<file path="src/rtl/komut_kodlayici.sv">
// komut_kodlayici: packs instruction fields into 32-bit komut words
// behind a small FIFO; optional counters with KOMUT_SAYAC_EN.
module komut_kodlayici #(
  parameter int DEPTH = 4
) (
  input  logic                       clk,
  input  logic                       reset,
  input  logic [1:0]                 tip,
  input  logic [3:0]                 aluop,
  input  logic [4:0]                 rs1,
  input  logic [4:0]                 rs2,
  input  logic [4:0]                 rd,
  input  logic [31:0]                imm,
  input  logic                       giris_gecerli,
  output logic                       giris_hazir,
  output logic [31:0]                komut,
  output logic                       cikis_gecerli,
  input  logic                       cikis_hazir,
  output logic                       hata,
`ifdef KOMUT_SAYAC_EN
  output logic [15:0]                kabul_sayisi,
  output logic [15:0]                red_sayisi,
`endif
  output logic [$clog2(DEPTH):0]     doluluk
);

  localparam int AW = $clog2(DEPTH);
  localparam int CW = AW + 1;

  logic [31:0]   mem [DEPTH];
  logic [AW-1:0] wr_ptr;
  logic [AW-1:0] rd_ptr;
  logic [CW-1:0] cnt;
  logic [31:0]   kelime;
  logic          red;
  logic          kabul;
  logic          push;
  logic          pop;

  assign giris_hazir   = (cnt != CW'(DEPTH));
  assign cikis_gecerli = (cnt != '0);
  assign komut         = cikis_gecerli ? mem[rd_ptr] : 32'd0;
  assign doluluk       = cnt;

  assign kabul = giris_gecerli && giris_hazir;
  assign push  = kabul && !red;
  assign pop   = cikis_gecerli && cikis_hazir;

  // Field packing and representability check per instruction type
  always_comb begin
    kelime = 32'd0;
    red    = 1'b0;
    unique case (tip)
      2'b00: begin
        kelime[6:0]   = 7'b0000001;
        kelime[11:7]  = rd;
        kelime[14:12] = aluop[2:0];
        kelime[19:15] = rs1;
        kelime[24:20] = rs2;
        kelime[30]    = aluop[3];
      end
      2'b01: begin
        kelime[6:0]   = 7'b0000011;
        kelime[11:7]  = rd;
        kelime[14:12] = aluop[2:0];
        kelime[19:15] = rs1;
        kelime[31:20] = imm[11:0];
        red = aluop[3] || (imm[31:12] != '0);
      end
      2'b10: begin
        kelime[6:0]   = 7'b0000111;
        kelime[11:7]  = rd;
        kelime[31:12] = imm[19:0];
        red = (imm[31:20] != '0);
      end
      default: begin
        kelime[6:0]   = 7'b0001111;
        kelime[11:7]  = imm[5:1];
        kelime[14:12] = aluop[2:0];
        kelime[19:15] = rs1;
        kelime[24:20] = rs2;
        kelime[31:25] = imm[12:6];
        red = aluop[3] || imm[0] || (imm[31:13] != '0);
      end
    endcase
  end

  // Storage array; contents need no reset
  always_ff @(posedge clk) begin
    if (push) mem[wr_ptr] <= kelime;
  end

  // Pointers, occupancy and the reject pulse
  always_ff @(posedge clk) begin
    if (reset) begin
      wr_ptr <= '0;
      rd_ptr <= '0;
      cnt    <= '0;
      hata   <= 1'b0;
    end else begin
      hata <= kabul && red;
      if (push) wr_ptr <= wr_ptr + 1'b1;
      if (pop)  rd_ptr <= rd_ptr + 1'b1;
      unique case ({push, pop})
        2'b10:   cnt <= cnt + 1'b1;
        2'b01:   cnt <= cnt - 1'b1;
        default: cnt <= cnt;
      endcase
    end
  end

`ifdef KOMUT_SAYAC_EN
  // Pushed and rejected word counters, wrapping at 16 bits
  always_ff @(posedge clk) begin
    if (reset) begin
      kabul_sayisi <= '0;
      red_sayisi   <= '0;
    end else begin
      if (push)         kabul_sayisi <= kabul_sayisi + 1'b1;
      if (kabul && red) red_sayisi   <= red_sayisi + 1'b1;
    end
  end
`endif

endmodule

</file>
<file path="config.mk">
export PLATFORM = sky130hd
export DESIGN_NAME = komut_kodlayici
export DESIGN_NICKNAME = d
export VERILOG_FILES = /design/src/rtl/komut_kodlayici.sv
export SDC_FILE = /design/constraint.sdc
export NUM_CORES = 1
export LEC_CHECK = 0
export CORE_MARGIN = 4
export CORE_UTILIZATION = 45
export CTS_BUF_LIST = sky130_fd_sc_hd__clkbuf_4
export DETAILED_ROUTE_END_ITERATION = 8
export HOLD_SLACK_MARGIN = 0.02
export MAX_ROUTING_LAYER = met4
export PLACE_DENSITY = 0.75
export REMOVE_ABC_BUFFERS = 1
export SYNTH_ARGS = -nofsm -noshare
export SYNTH_HDL_FRONTEND = slang
export SYNTH_SLANG_ARGS = --single-unit
</file>
<file path="constraint.sdc">
create_clock -name clk -period 6.91 [get_ports clk]
set_input_delay 1.382 -clock clk [delete_from_list [all_inputs] [get_ports clk]]
set_output_delay 1.382 -clock clk [all_outputs]
set_load 0.05 [all_outputs]
</file>
==> impl_metrics.env, run 1 <==
export IMPL_coreArea_mm2=0.01147
export IMPL_numCtsBuffers=17
export IMPL_cp_end_kind="output port"
export IMPL_fillCellCount=879
export IMPL_rows=39
export IMPL_grt_util_all_layers=0.1776
export IMPL_area_delta_synth_final_pct=26.18
export IMPL_power_switching_uw=451.4
export IMPL_ys_types=33
export IMPL_yosysTopAreaCell="edfxtp_1"
export IMPL_setup_viol=0
export IMPL_path_clk_slew_ps=110
export IMPL_hpwl_um=7373
export IMPL_final_cell_mix="edfxtp_1, clkdlybuf4s50_1, and2_1, nand2_1, mux4_2"
export IMPL_finalNetCount=487
export IMPL_syn_inst=326
export IMPL_power_leakage_uw=0.002222
export IMPL_max_vdd_ir_drop_v=0.0001360
export IMPL_grt_pass1_wl_um=17210
export IMPL_p_int_uw=1265
export IMPL_p_seq_frac=0.486
export IMPL_synth_compound_area_frac=0.02644
export IMPL_drc_errors=0
export IMPL_synth_simple_gate_area_share=0.09537
export IMPL_syn_avg_cell_area_um2=16.26
export IMPL_htree_levels=4
export IMPL_slew_headroom=0.2097
export IMPL_dieArea_mm2=0.01358
export IMPL_synth_top_family_by_area="multiplexers"
export IMPL_final_hold_viol_count=0
export IMPL_ctsHoldBuffers=0
export IMPL_port_buffer_count=91
export IMPL_required_ps=5530
export IMPL_drt_total_wl_um=11120
export IMPL_setup_tns_ps=0
export IMPL_timing_final_crit_share=0.6451
export IMPL_syn_area_mm2=0.005300
export IMPL_grt_max_degree=33
export IMPL_synthTopCellsByArea="edfxtp_1, mux4_2, and2_1"
export IMPL_critPathArrivalTime_ps=3080
export IMPL_synth_fa_ha_area_frac=0.01558
export IMPL_rsz0062_at_grt="no"
export IMPL_cap_violations=0
export IMPL_crit_path_max_fanout=28
export IMPL_final_common_cell="edfxtp_1"
export IMPL_p_comb_frac=0.172
export IMPL_finalPower_uw=1716
export IMPL_worstHoldPathType="reg2reg"
export IMPL_crit_type="reg2out"
export IMPL_slew_viol_final=0
export IMPL_ys_ff_latch=122
export IMPL_post_cts_buffers=0
export IMPL_vias=3154
export IMPL_drtIter0Drc=175
export IMPL_die_x_um=116.5
export IMPL_antenna_found_initial=0
export IMPL_synth_xor_area_frac=0.006610
export IMPL_yosysSeqAreaShare=0.6723
export IMPL_clock_fmax_mhz=224.3
export IMPL_start_util=0.4622
export IMPL_via_per_inst=5.438
export IMPL_sw_frac_of_total=0.2630
export IMPL_design_area_mm2=0.006688
export IMPL_place_area_mm2=0.006337
export IMPL_yosysTopAreaCellShare=0.6346
export IMPL_tritoncts="yes"
export IMPL_start_kind="register"
export IMPL_power_density_mw_per_mm2=256.6
export IMPL_ant_nets=0
export IMPL_diodes=0
export IMPL_synthMuxAreaShare=0.1565
export IMPL_routedWlPerCell_um=19.18
export IMPL_layout_drive_gt1_share=0.1762
export IMPL_status="complete, no violations"
export IMPL_synth_warning_count=0
export IMPL_grt_pass1_vias=3242
export IMPL_root_buffer="clkbuf_4"
export IMPL_min_period_ps=4457
export IMPL_gp_congestion=0.7882
export IMPL_worstSkewPairLatency_ps=520
export IMPL_clockPowerShare=0.342
export IMPL_clockBufferDepth=2
export IMPL_drt_pass1_iterations=4
export IMPL_die_h_um=116.5
export IMPL_skew_ps=15.95
export IMPL_grt_overflow_total=0
export IMPL_tightest_slew_ps=1183
export IMPL_cts_num_sinks=122
export IMPL_io_pins=95
export IMPL_post_cts_resized=0
-- final cells by class --
type	instances	area (µm²)	area share
well taps	143	178.9	0.02675
flip-flops and latches	122	3565	0.5330
repair buffers	97	955.9	0.1429
multi-input cells	177	1604	0.2399
inverters	9	33.78	0.005051
clock buffers	17	127.6	0.01908
clock inverters	15	222.7	0.03330
-- synthesized netlist by cell type (all sizes together) --
library cell / number
nor2b: 5
fa: 1
mux2: 5
ha: 5
dfxtp: 10
o21ai: 8
nor2: 8
and2: 33
a21oi: 7
or3: 2
mux4: 29
or4: 2
buf: 13
edfxtp: 112
nor3: 2
conb: 1
a211oi: 4
clkbuf: 7
nor4: 5
or3b: 1
xor2: 3
a31oi: 2
o211ai: 1
nand2: 33
inv: 9
o31ai: 2
xnor2: 1
nand2b: 2
nand3: 1
mux2i: 12
-- state kept, by name, summed over array words and instances, names as in the netlist, named ones only --
signal	count
wr_ptr	2
rd_ptr	2
mem	112
hata	1
doluluk	3
-- routing by layer --
layer  GRT usage  share of wire  vias up
met5           -              0        -
met4     0.07038          0.017        0
met3     0.04145          0.082       19
met2      0.2761           0.49      158
met1      0.2273           0.41     1536
li1            -              -     1441
-- worst paths after layout --
path | startpoint | endpoint | slack, ps | depth (start not counted)
worst max-delay path | register | komut[29] | 2450 | 3
worst min-delay path | wr_ptr[0] | wr_ptr[0] | 530 | 2
worst max register to register | doluluk[0] | doluluk[2] | 4050 | 8
worst min register to register | wr_ptr[0] | wr_ptr[0] | 530 | 2
-- power by group through the flow --
stage | Combinational (µW) | Sequential, µW | Clock [µW]
finish | 295 | 834 | 587
global route | 314 | 838 | 632
CTS | 299 | 835 | 596
detailed placement | 298 | 852 | 0
global placement | 294 | 852 | 0
floorplan | 174 | 854 | 0
-- cells by family (layout without fill, tap and decap cells) --
kind of cell,after synthesis,in the layout
other cells,1,3
compound gates,24,24
buf+inv,29,138
flops,122,122
xor+xnor,4,4
simple gates,94,94
fa+ha+maj,6,6
mux,46,46
-- worst max-delay path, stage by stage (launching register included) --
cell	delay [ps]
dfxtp_2	1010
mux4_2	610
and2_1	190
clkdlybuf4s50_1	720
-- per-stage QoR --
| stage | util | instances | hold slack (ps) | setup slack (ps) |
|---|---|---|---|---|
| 2_1_floorplan | - | 308 | 479.5 | 3228 |
| 3_3_place_gp | 0.5526 | 548 | 495.3 | 2695 |
| 3_5_place_dp | 0.5526 | 548 | 511.1 | 2548 |
| 4_1_cts | 0.5832 | 580 | 531.3 | 2337 |
| 5_1_grt | 0.5832 | 580 | 574.2 | 2213 |
| 6_report | 0.5832 | 580 | 530.8 | 2453 |
(Power assumes the default switching activity.)
==> run 2, diff against run 1 <==
- PLACE_DENSITY: 0.75 -> 0.78
- clock period: 6.91 -> 3.66 ns (I/O delays scaled with it)
==> run 2 against run 1 <==
  * Worst hold slack better by 7.2 ps
  * Largest cell class unchanged
  * Register-to-register slack worse by 3000 ps
  * Clock power up 68%
  * Non-clock buffer count up 9
  * Combinational power up 100%
  * Critical endpoint unchanged
  * Sequential power up 86%
==> impl_metrics.env, run 2 (synthesis gave the netlist of run 1 again) <==
export IMPL_status="complete, no violations"
export IMPL_drt_pass1_iterations=5
export IMPL_cap_violations=0
export IMPL_dieArea_mm2=0.01358
export IMPL_root_buffer="clkbuf_4"
export IMPL_tightest_slew_ps=523.3
export IMPL_finalNetCount=496
export IMPL_dp_slack_ps=434.1
export IMPL_via_per_inst=5.431
export IMPL_power_switching_uw=851.1
export IMPL_timing_final_ws_setup_ps=242.4
export IMPL_grt_max_degree=30
export IMPL_post_cts_resized=0
export IMPL_start_util=0.4622
export IMPL_drtIter0Drc=205
export IMPL_required_ps=2930
export IMPL_worstSkewPairLatency_ps=490
export IMPL_power_density_mw_per_mm2=464.7
export IMPL_drt_total_wl_um=11340
export IMPL_critical_path_max_stage_delay_ps=710
export IMPL_final_common_cell="edfxtp_1"
export IMPL_die_h_um=116.5
export IMPL_cp_end_kind="output port"
export IMPL_power_leakage_uw=0.002257
export IMPL_layout_drive_gt1_share=0.1928
export IMPL_crit_type="reg2out"
export IMPL_rsz0062_at_grt="no"
export IMPL_final_cell_mix="edfxtp_1, clkdlybuf4s50_1, and2_1, nand2_1, mux4_2"
export IMPL_slew_viol_final=0
export IMPL_largest_reg_flops=112
export IMPL_drc_errors=0
export IMPL_ctsHoldBuffers=0
export IMPL_p_int_uw=2288
export IMPL_clockPowerShare=0.314
export IMPL_hpwl_um=7894
export IMPL_max_vdd_ir_drop_v=0.0002122
export IMPL_grt_pass1_wl_um=17780
export IMPL_p_seq_frac=0.495
export IMPL_setup_viol=0
export IMPL_coreArea_mm2=0.01147
export IMPL_worstPathCellList="buf_4 > mux4_2 > and2_1 > clkdlybuf4s50_1"
export IMPL_numCtsBuffers=17
export IMPL_area_delta_synth_final_pct=27.43
export IMPL_die_x_um=116.5
export IMPL_grt_util_all_layers=0.1828
export IMPL_gp_congestion=0.8302
export IMPL_cp_top_family="buffers and inverters"
export IMPL_grt_pass1_vias=3483
export IMPL_clockBufferDepth=2
export IMPL_regMostFlops="mem"
export IMPL_cts_num_sinks=122
export IMPL_vias=3199
export IMPL_final_hold_viol_count=0
export IMPL_worstHoldPathType="reg2reg"
export IMPL_skew_ps=20.28
export IMPL_post_cts_buffers=0
export IMPL_crit_path_max_fanout=19
export IMPL_htree_levels=4
export IMPL_critPathArrivalTime_ps=2690
export IMPL_fillCellCount=902
export IMPL_p_comb_frac=0.192
export IMPL_min_period_ps=3418
export IMPL_slowest_stage="clkdlybuf4s50_1"
export IMPL_rows=39
export IMPL_timing_final_crit_share=0.9338
export IMPL_antenna_found_initial=0
export IMPL_slew_headroom=0.6501
export IMPL_cp_buffers_inverters=2
export IMPL_tritoncts="yes"
export IMPL_sw_frac_of_total=0.2712
export IMPL_path_clk_slew_ps=120
export IMPL_routedWlPerCell_um=19.25
export IMPL_setup_tns_ps=0
export IMPL_final_core_util=0.5890
export IMPL_diodes=0
export IMPL_port_buffer_count=91
export IMPL_io_pins=95
export IMPL_clock_fmax_mhz=292.6
export IMPL_grt_overflow_total=0
export IMPL_start_kind="register"
export IMPL_ant_nets=0
-- run 2: path summary, 6_finish.rpt --
| check | cells past startpoint | to | from | slack (ps) |
|---|---|---|---|---|
| hold / removal | 2 | doluluk[2] | doluluk[2] | 540 |
| setup / recovery | 4 | komut[29] | register | 240 |
| setup reg to reg | 9 | doluluk[2] | doluluk[1] | 1060 |
| hold reg to reg | 2 | doluluk[2] | doluluk[2] | 540 |
-- run 2: power groups by stage --
stage / sequential (µW) / combinational, µW / clock (µW)
floorplan: 1610 / 328 / 0
global placement: 1580 / 598 / 0
detailed placement: 1580 / 608 / 0
CTS: 1550 / 610 / 1010
global route: 1560 / 640 / 1090
finish: 1550 / 601 / 985
-- run 2: worst register-to-register path: cells and delay by family (launching register included) --
kind | cells | cell delay [ps]
buffers and inverters | 2 | 300
flip-flops | 1 | 410
AO/OA/AOI/OAI | 1 | 150
adder cells (fa/ha/maj) | 2 | 570
XOR/XNOR | 1 | 160
AND/OR/NAND/NOR | 3 | 940
-- run 2: routing by layer --
metal | global-route usage | vias up | routed length [µm]
li1 | - | 1453 | -
met1 | 0.2283 | 1580 | 4559
met2 | 0.2979 | 154 | 5736
met3 | 0.04611 | 12 | 942
met4 | 0.05259 | 0 | 99
met5 | - | - | 0
-- run 2: per-stage QoR --
step | hold WS [ps] | instance area (µm²) | power [µW] | std cells
after floorplan | 479.5 | 5201 | 1941 | 308
after global placement | 490.6 | 6442 | 2182 | 557
after detailed placement | 514.4 | 6442 | 2192 | 557
after CTS | 537.0 | 6754 | 3171 | 589
after global routing | 581.6 | 6754 | 3281 | 589
final | 538.0 | 6754 | 3139 | 589
-- run 2: final cells by class --
class,count,area [µm²],share of cell area
Tap cell,143,178.9,0.02649
Sequential cell,122,3565,0.5278
Multi-Input combinational cell,177,1604,0.2375
Clock inverter,13,168.9,0.02501
Clock buffer,19,142.6,0.02112
Timing Repair Buffer,106,1061,0.1571
Inverter,9,33.78,0.005002
==> run 3, diff against run 2 <==
- CELL_PAD_IN_SITES_DETAIL_PLACEMENT: default -> 2
- CELL_PAD_IN_SITES_GLOBAL_PLACEMENT: default -> 2
- CORE_UTILIZATION: 45 -> 35
- PLACE_DENSITY: 0.78 -> 0.83
==> run 3 against run 2 <==
  * Global-route usage up 0.29 points
  * Core utilization decreased by 13 points
  * Critical path depth unchanged
  * Worst setup slack improved by 70 ps
  * Sequential power about the same
  * Fmax rose by 2.1%
  * Via count is 2.2% higher
  * Largest cell class unchanged
==> impl_metrics.env, run 3 (synthesis gave the netlist of run 1 again) <==
export IMPL_required_ps=2930
export IMPL_hpwl_um=9846
export IMPL_gr_usage_met1=0.2245
export IMPL_routedWlPerCell_um=23.31
export IMPL_final_hold_viol_count=0
export IMPL_crit_type="reg2out"
export IMPL_skew_ps=14.50
export IMPL_cap_violations=0
export IMPL_drt_total_wl_um=14570
export IMPL_clockBufferDepth=2
export IMPL_slew_viol_final=0
export IMPL_grt_overflow_total=0
export IMPL_io_pins=95
export IMPL_post_cts_buffers=0
export IMPL_gp_congestion=0.7712
export IMPL_path_clk_slew_ps=110
export IMPL_grt_util_all_layers=0.1857
export IMPL_place_area_mm2=0.006459
export IMPL_rsz0062_at_grt="no"
export IMPL_die_x_um=131.1
export IMPL_drc_errors=0
export IMPL_grt_busiest_layer="met2"
export IMPL_final_cell_mix="edfxtp_1, clkdlybuf4s50_1, and2_1, nand2_1, mux4_2"
export IMPL_dieArea_mm2=0.01718
export IMPL_max_vdd_ir_drop_v=0.0001922
export IMPL_slew_headroom=0.5746
export IMPL_port_buffer_count=91
export IMPL_p_seq_frac=0.499
export IMPL_die_h_um=131.1
export IMPL_ant_nets=0
export IMPL_tightest_slew_ps=631.5
export IMPL_grt_pass1_vias=3700
export IMPL_antenna_found_initial=0
export IMPL_largest_reg_flops=112
export IMPL_hold_worst_slack_ps=554.1
export IMPL_layout_drive_gt1_share=0.1791
export IMPL_use_met3=0.04376
export IMPL_critPathArrivalTime_ps=2620
export IMPL_start_kind="register"
export IMPL_crit_path_max_fanout=28
export IMPL_worstHoldPathType="reg2reg"
export IMPL_coreArea_mm2=0.01470
export IMPL_drtIter0Drc=280
export IMPL_timing_final_crit_share=0.9146
export IMPL_regMostFlops="mem"
export IMPL_design_area_mm2=0.006731
export IMPL_area_delta_synth_final_pct=27.01
export IMPL_power_switching_uw=856.2
export IMPL_worstSkewPairLatency_ps=520
export IMPL_rows=44
export IMPL_numCtsBuffers=17
export IMPL_final_core_util=0.4580
export IMPL_diodes=0
export IMPL_drt_pass1_iterations=4
export IMPL_setup_tns_ps=0
export IMPL_setup_viol=0
export IMPL_timing_final_ws_setup_ps=312.5
export IMPL_status="complete, no violations"
export IMPL_grt_pass1_wl_um=22230
export IMPL_htree_levels=4
export IMPL_p_comb_frac=0.197
export IMPL_clock_fmax_mhz=298.7
export IMPL_finalNetCount=493
export IMPL_start_util=0.3606
export IMPL_power_leakage_uw=0.002234
export IMPL_cts_num_sinks=122
export IMPL_grt_max_degree=31
export IMPL_post_cts_resized=0
export IMPL_root_buffer="clkbuf_4"
export IMPL_final_common_cell="edfxtp_1"
export IMPL_ctsHoldBuffers=0
export IMPL_dp_slack_ps=274.3
export IMPL_power_density_mw_per_mm2=462.7
export IMPL_via_per_inst=5.232
export IMPL_min_period_ps=3347
export IMPL_p_int_uw=2259
export IMPL_tritoncts="yes"
export IMPL_vias=3270
export IMPL_cp_end_kind="output port"
export IMPL_sw_frac_of_total=0.2749
export IMPL_clockPowerShare=0.304
export IMPL_grt_use_met2=0.3079
==> run 3: stage by stage <==
step           total power, µW  std cells
6_report                  3115        625
3_5_place_dp              2206        595
4_1_cts                   3158        625
2_1_floorplan             1941        308
5_1_grt                   3251        625
3_3_place_gp              2184        595
==> run 3: worst max-delay path: stages (launching register included) <==
cell and delay [ps]:
dfxtp_2 350, buf_12 250, mux4_2 540, and2_1 220, clkdlybuf4s50_1 720
==> run 3: metal layers <==
| metal | vias to the layer above | routed length (µm) |
|---|---|---|
| li1 | 1451 | - |
| met1 | 1683 | 6178 |
| met2 | 116 | 7424 |
| met3 | 20 | 710 |
| met4 | 0 | 253 |
| met5 | - | 0 |
==> run 3: layout make-up <==
type | count | area [µm²]
fillers | 1384 | 7968
flip-flops and latches | 122 | 3565
multi-input cells | 177 | 1604
repair buffers | 103 | 1026
well taps | 184 | 230.2
clock buffers | 19 | 142.6
clock inverters | 11 | 130.1
inverters | 9 | 33.78
==> run 3: power groups by stage <==
stage | Sequential, µW | Clock (µW) | Combinational [µW]
after CTS | 1550 | 980 | 623
after detailed placement | 1590 | 0 | 620
final | 1550 | 947 | 613
after global placement | 1580 | 0 | 599
after floorplan | 1610 | 0 | 328
after global routing | 1560 | 1040 | 654
==> run 3: path summary, 6_finish.rpt <==
kind	start	endpoint	slack (ps)	depth (start not counted)
max	register	komut[31]	310	4
min	rd_ptr[1]	rd_ptr[1]	550	2
max reg2reg	doluluk[2]	doluluk[2]	1120	10
min reg2reg	rd_ptr[1]	rd_ptr[1]	550	2
